==> config.mk <==
export PLATFORM = sky130hd
export DESIGN_NAME = stream_mux_rr
export DESIGN_NICKNAME = d
export VERILOG_FILES = /design/src/rtl/stream_mux_rr.sv
export SDC_FILE = /design/constraint.sdc
export NUM_CORES = 1
export LEC_CHECK = 0
export ABC_AREA = 1
export ABC_CLOCK_PERIOD_IN_PS = 4700
export BUFFER_PORTS_ARGS = -buffer_cell sky130_fd_sc_hd__buf_2
export CORE_AREA = 2 2 99 101
export DETAILED_ROUTE_END_ITERATION = 10
export DIE_AREA = 0 0 101 103
export PLACE_DENSITY = 0.75
export SYNTH_ARGS = -nofsm -noshare
export SYNTH_HDL_FRONTEND = slang
export SYNTH_SLANG_ARGS = --single-unit
==> constraint.sdc <==
create_clock -name clk -period 4.7 [get_ports clk]
set_input_delay 0.705 -clock clk [delete_from_list [all_inputs] [get_ports clk]]
set_output_delay 0.705 -clock clk [all_outputs]
set_load 0.03 [all_outputs]
==> src/rtl/stream_mux_rr.sv <==
// N:1 streaming multiplexer with a registered output stage, fixed-select or round-robin arbitration.
// Optional transfer counter port xfer_cnt is built when MUX_STATS_EN is defined.
`timescale 1ns/1ps

module stream_mux_rr #(
    parameter int N_CH = 16,
    parameter int DW   = 8,
    parameter int SELW = $clog2(N_CH)
) (
    input  logic                 clk,
    input  logic                 rst,
    input  logic [N_CH*DW-1:0]   in_data,
    input  logic [N_CH-1:0]      in_valid,
    output logic [N_CH-1:0]      in_ready,
    input  logic                 mode,
    input  logic [SELW-1:0]      sel,
    output logic [DW-1:0]        out_data,
    output logic                 out_valid,
    input  logic                 out_ready,
    output logic [SELW-1:0]      out_ch
`ifdef MUX_STATS_EN
    ,
    output logic [15:0]          xfer_cnt
`endif
);

    typedef enum logic {EMPTY = 1'b0, FULL = 1'b1} state_t;

    state_t          state_q, state_d;
    logic [SELW-1:0] rr_ptr;
    logic [SELW-1:0] gnt;
    logic            gnt_valid;
    logic            load_en;
    logic            take;
    int              idx;

    assign out_valid = (state_q == FULL);
    assign load_en   = (state_q == EMPTY) || out_ready;
    assign take      = load_en && gnt_valid && !rst;

    // NOTE: every combinational output gets a default first so no path leaves it unassigned (no latch).
    always_comb begin
        gnt       = '0;
        gnt_valid = 1'b0;
        idx       = 0;
        if (!mode) begin
            // An out-of-range sel matches no channel, so it never grants.
            for (int c = 0; c < N_CH; c++) begin
                if (SELW'(c) == sel && in_valid[c]) begin
                    gnt_valid = 1'b1;
                    gnt       = SELW'(c);
                end
            end
        end else begin
            for (int i = 0; i < N_CH; i++) begin
                idx = int'(rr_ptr) + i;
                if (idx >= N_CH) idx = idx - N_CH;
                if (!gnt_valid && in_valid[idx]) begin
                    gnt_valid = 1'b1;
                    gnt       = SELW'(idx);
                end
            end
        end
    end

    always_comb begin
        in_ready = '0;
        for (int c = 0; c < N_CH; c++) begin
            in_ready[c] = take && (gnt == SELW'(c));
        end
    end

    always_comb begin
        state_d = state_q;
        case (state_q)
            EMPTY: if (take) state_d = FULL;
            FULL:  if (out_ready && !take) state_d = EMPTY;
            default: state_d = EMPTY;
        endcase
    end

    // NOTE: sequential state uses non-blocking assignments so all registers update from pre-edge values.
    always_ff @(posedge clk) begin
        if (rst) state_q <= EMPTY;
        else     state_q <= state_d;
    end

    always_ff @(posedge clk) begin
        if (rst) begin
            out_data <= '0;
            out_ch   <= '0;
            rr_ptr   <= '0;
        end else if (take) begin
            out_data <= in_data[int'(gnt)*DW +: DW];
            out_ch   <= gnt;
            // Mode 0 transfers leave the round-robin position untouched.
            if (mode) rr_ptr <= (gnt == SELW'(N_CH - 1)) ? '0 : gnt + 1'b1;
        end
    end

`ifdef MUX_STATS_EN
    always_ff @(posedge clk) begin
        if (rst)                         xfer_cnt <= '0;
        else if (out_valid && out_ready) xfer_cnt <= xfer_cnt + 16'd1;
    end
`endif

endmodule

==> out/metrics.sh <==
RUN_STATUS='complete, no violations'
POSTSYNTHAREAPERCELL_UM2=5.133
AREA_OF_THE_DIE_UM2=10400
WORST-ENDPOINT-ARRIVAL_NS=3.86
SETUP.WORST_PATH.START='rr_ptr[1]'
LEADING_POST_SYNTHESIS_CELLS_BY_CELL_AREA='sky130_fd_sc_hd__nand3_1 (32%), sky130_fd_sc_hd__nand2_1 (20%), sky130_fd_sc_hd__dfxtp_1 (8.3%), sky130_fd_sc_hd__nor2_1 (7.6%), sky130_fd_sc_hd__inv_1 (5.5%)'
START_UTIL=0.4357
PATH_CLK_SLEW_NS=0.07
SYNTH_TOP_AREA_CELL='sky130_fd_sc_hd__nand3_1'
POWER.IR.VDD_WORST_mV=0.1232
FINAL_NUMBER_OF_MAX_TRANSITION_VIOLATIONS=0
SYNTH_SEQUENTIAL_AREA_RATIO=0.08257
HOLD_CLASS='reg -> reg'
RR_STARTPOINT='rr_ptr[1]'
SHARE_OF_THE_CLOCK_PERIOD_USED_BY_THE_WORST_PATH=0.9718
MIN_DELAY_STARTPOINT='out_ch[2]'
WORST_SLEW_MARGIN_REL=0.6260
FINAL_PERIOD_MINUS_WORST_SETUP_SLACK_NS=4.568
POST_SYNTH_EDFFS=0
SYN_INST=803
COUNT_OF_ANTENNA_VIOLATING_NETS_LEFT_AFTER_DETAILED_ROUTING=0
DIE_WIDTH_UM=101
DP.FINAL_HPWL_MM=12.95
ROUTED-VIA-COUNT=6197
DETAIL_ROUTE.ITER0.VIOLATIONS=417
TIMING.CRITICAL_PATH.FANOUT_MAX=6
FINALCOREUTILIZATION=0.5898
YS.WARNINGS.COUNT=0
FINAL-HOLD-VIOLATION-COUNT=0
WORST_SLEW_PIN_SLEW_NS=0.5609
NUMCTSBUFFERS=3
REQUIRED_NS=3.99
FINAL_NETS=1151
WORST_SKEW_PAIR.LATE_LATENCY_NS=0.26
ASYNCSETRESETFLOPFRACSYNTH=0
DRC=0
WORST_SETUP_TIMING_SLACK_AT_THE_PLACEMENT_STAGE_NS=0.2456
FIN_SKEW_NS=0.002532
IO_PINS=181
IO_BUFFER_COUNT=180
GP_ROUTABILITY_CONGESTION=0.9751
DIEHEIGHT_UM=103
CTS_SINKS=17
SYNTH.LIB_CELLS_USED.DISTINCT=38
MOST-COMMON-LAYOUT-CELLS='sky130_fd_sc_hd__nand3_1 (254), sky130_fd_sc_hd__nand2_1 (212), sky130_fd_sc_hd__buf_2 (165)'
AGGREGATE_ROUTED_WIRE_LENGTH_MM=16.80
SYN_NETS=966
CLOCKROOTBUFFER='sky130_fd_sc_hd__clkbuf_8'
FILLERINSTANCES=971
SETUP_VIOL=0
DESIGN.CORE.AREA_UM2=9459
FIN_WS_NS=0.1324
END_KIND='output port'
DRT_PRE_ANTENNA_ITERS=5
POWER_PER_CELL_AREA_nW_PER_UM2=272.7
SYNTHTOLAYOUTAREAGROWTH_PCT=35.37
GLOBAL_ROUTE_WIRE_LENGTH_BEFORE_REPAIR_MM=24.56
MAX_FREQ_MHz=218.9
SYNTHFLOPTYPE='sky130_fd_sc_hd__dfxtp_1'
POST_SYNTH_INSTANCE_AREA_UM2=4121
CTS_TREE='built'
VIAS_PER_CELL=5.623
CLASS_OF_THE_MOST_CRITICAL_SETUP_PATH='reg -> out'
DRT-WIRELENGTH-PER-CELL_UM=15.25
MAX_CAP_VIOL_COUNT=0
SYNTH_TOP_AREA_SHARE=0.3242
CTS.PATH.MAX_BUFFERS=2
SYNTH_SEQ_CELLS=17
GRT_START_MAX_NET_PINS=57
GRTUSAGETOTAL=0.2923
ANTENNA_VIOLATIONS_BEFORE_REPAIR=1
CTS_HTREE_LEVELS=1
FRACTION_OF_LAYOUT_CELLS_WITH_A_SIZE_SUFFIX_ABOVE_1=0.2908
STANDBY_LEAKAGE_POWER_nW=2.999
WORSTSETUPSTARTPOINTTYPE='flop'
GRT_PASS1_VIAS=5276
LAYOUT.CELLS.MOST_COMMON='sky130_fd_sc_hd__nand3_1'
OVERFLOW=0
PLACEMENTROWS=36
## cells in the mapped netlist, types with 3 or more instances
library cell and instances:
sky130_fd_sc_hd__a21oi_1 10, sky130_fd_sc_hd__buf_2 19, sky130_fd_sc_hd__buf_4 4, sky130_fd_sc_hd__buf_6 6, sky130_fd_sc_hd__clkbuf_1 7, sky130_fd_sc_hd__dfxtp_1 17
sky130_fd_sc_hd__ha_1 11, sky130_fd_sc_hd__inv_1 60, sky130_fd_sc_hd__inv_2 5, sky130_fd_sc_hd__nand2_1 219, sky130_fd_sc_hd__nand3_1 267, sky130_fd_sc_hd__nand4_1 10
sky130_fd_sc_hd__nand4_2 3, sky130_fd_sc_hd__nor2_1 83, sky130_fd_sc_hd__nor2_2 8, sky130_fd_sc_hd__nor2_4 3, sky130_fd_sc_hd__nor3_1 8, sky130_fd_sc_hd__o211ai_1 3
sky130_fd_sc_hd__o21ai_0 22, sky130_fd_sc_hd__o21ai_1 7, sky130_fd_sc_hd__xor2_1 6, sky130_fd_sc_hd__xor2_2 3
## stage by stage
| step | hold slack, ns | std cells | instance area, um2 | total power, mW | TNS, ns |
|---|---|---|---|---|---|
| 2_1_floorplan | 0.6550 | 803 | 4121 | 0.9845 | 0 |
| 3_3_place_gp | 0.5005 | 1082 | 5116 | 1.276 | 0 |
| 3_5_place_dp | 0.4945 | 1082 | 5116 | 1.280 | 0 |
| 4_1_cts | 0.5164 | 1086 | 5176 | 1.394 | 0 |
| 5_1_grt | 0.5548 | 1102 | 5579 | 1.654 | -0.6506 |
| 6_report | 0.5224 | 1102 | 5579 | 1.521 | 0 |
## state kept, by name (all words and copies together) (netlist names)
name / count
rr_ptr: 4
out_valid: 1
out_ch: 4
out_data: 8
## layout make-up
type	count	area [um2]	area share
multi-input cells	681	3521	0.6311
flip-flops and latches	17	344.1	0.06167
repair buffers	217	1255	0.2249
clock inverters	1	7.507	0.001346
clock buffers	3	41.29	0.007401
inverters	67	257.7	0.04620
diodes	1	2.502	0.0004485
well taps	114	142.6	0.02557
repair inverters	1	7.507	0.001346
## timing repair
| action | in CTS | in global routing |
|---|---|---|
| setup buffers | 0 | 14 |
| hold buffers | 0 | 0 |
| hold endpoints to repair | 0 | 0 |
| endpoints found under the setup margin | 9 | 16 |
| gates cloned | 0 | 1 |
| pin swaps | 0 | 14 |
| resized for setup | 2 | 84 |
## power breakdown
part,internal (mW),leakage (nW),switching (mW)
sequential,0.162,0.142,0.00970
combinational,0.427,2.84,0.810
clock,0.0597,0.0217,0.0528
## metal layers
metal / up-vias / track usage / part of all wire / wire (um)
met5: - / 0 / 0 / 0
met4: 0 / 0.1133 / 0.039 / 660
met3: 58 / 0.04000 / 0.085 / 1424
met2: 343 / 0.5210 / 0.50 / 8463
met1: 2745 / 0.3571 / 0.37 / 6250
li1: 3051 / - / - / -
## kinds of logic after synthesis
| group | share of synthesized area |
|---|---|
| and+or+nand+nor | 0.6746 |
| buffers and inverters | 0.1160 |
| AOI/OAI and AO/OA | 0.06466 |
| DFF | 0.08258 |
| xor gates and xnor gates | 0.02884 |
| adders and majority gates | 0.03339 |
## critical path: stages (launching register included)
cell and delay, ns:
sky130_fd_sc_hd__dfxtp_2 0.35, sky130_fd_sc_hd__inv_2 0.06, sky130_fd_sc_hd__ha_4 0.26, sky130_fd_sc_hd__buf_4 0.15, sky130_fd_sc_hd__clkinvlp_4 0.13, sky130_fd_sc_hd__nand3_1 0.11
sky130_fd_sc_hd__nand3_1 0.09, sky130_fd_sc_hd__o21ai_0 0.16, sky130_fd_sc_hd__o21ai_1 0.32, sky130_fd_sc_hd__nand4_1 0.16, sky130_fd_sc_hd__nor2_2 0.14, sky130_fd_sc_hd__nand4_2 0.14
sky130_fd_sc_hd__nor2_2 0.15, sky130_fd_sc_hd__nand4_2 0.20, sky130_fd_sc_hd__o21ai_0 0.28, sky130_fd_sc_hd__nand3b_1 0.15, sky130_fd_sc_hd__nand2_1 0.12, sky130_fd_sc_hd__nor2_2 0.15
sky130_fd_sc_hd__inv_1 0.10, sky130_fd_sc_hd__nor2_1 0.16, sky130_fd_sc_hd__buf_4 0.19
## final timing paths
path / cells past startpoint / slack [ns] / to
max: 20 / 0.13 / in_ready[13]
min: 2 / 0.52 / out_ch[2]
max reg2reg: 24 / 0.56 / out_data[7]
min reg2reg: 2 / 0.52 / out_ch[2]
Power figures use the tool's default switching activity.
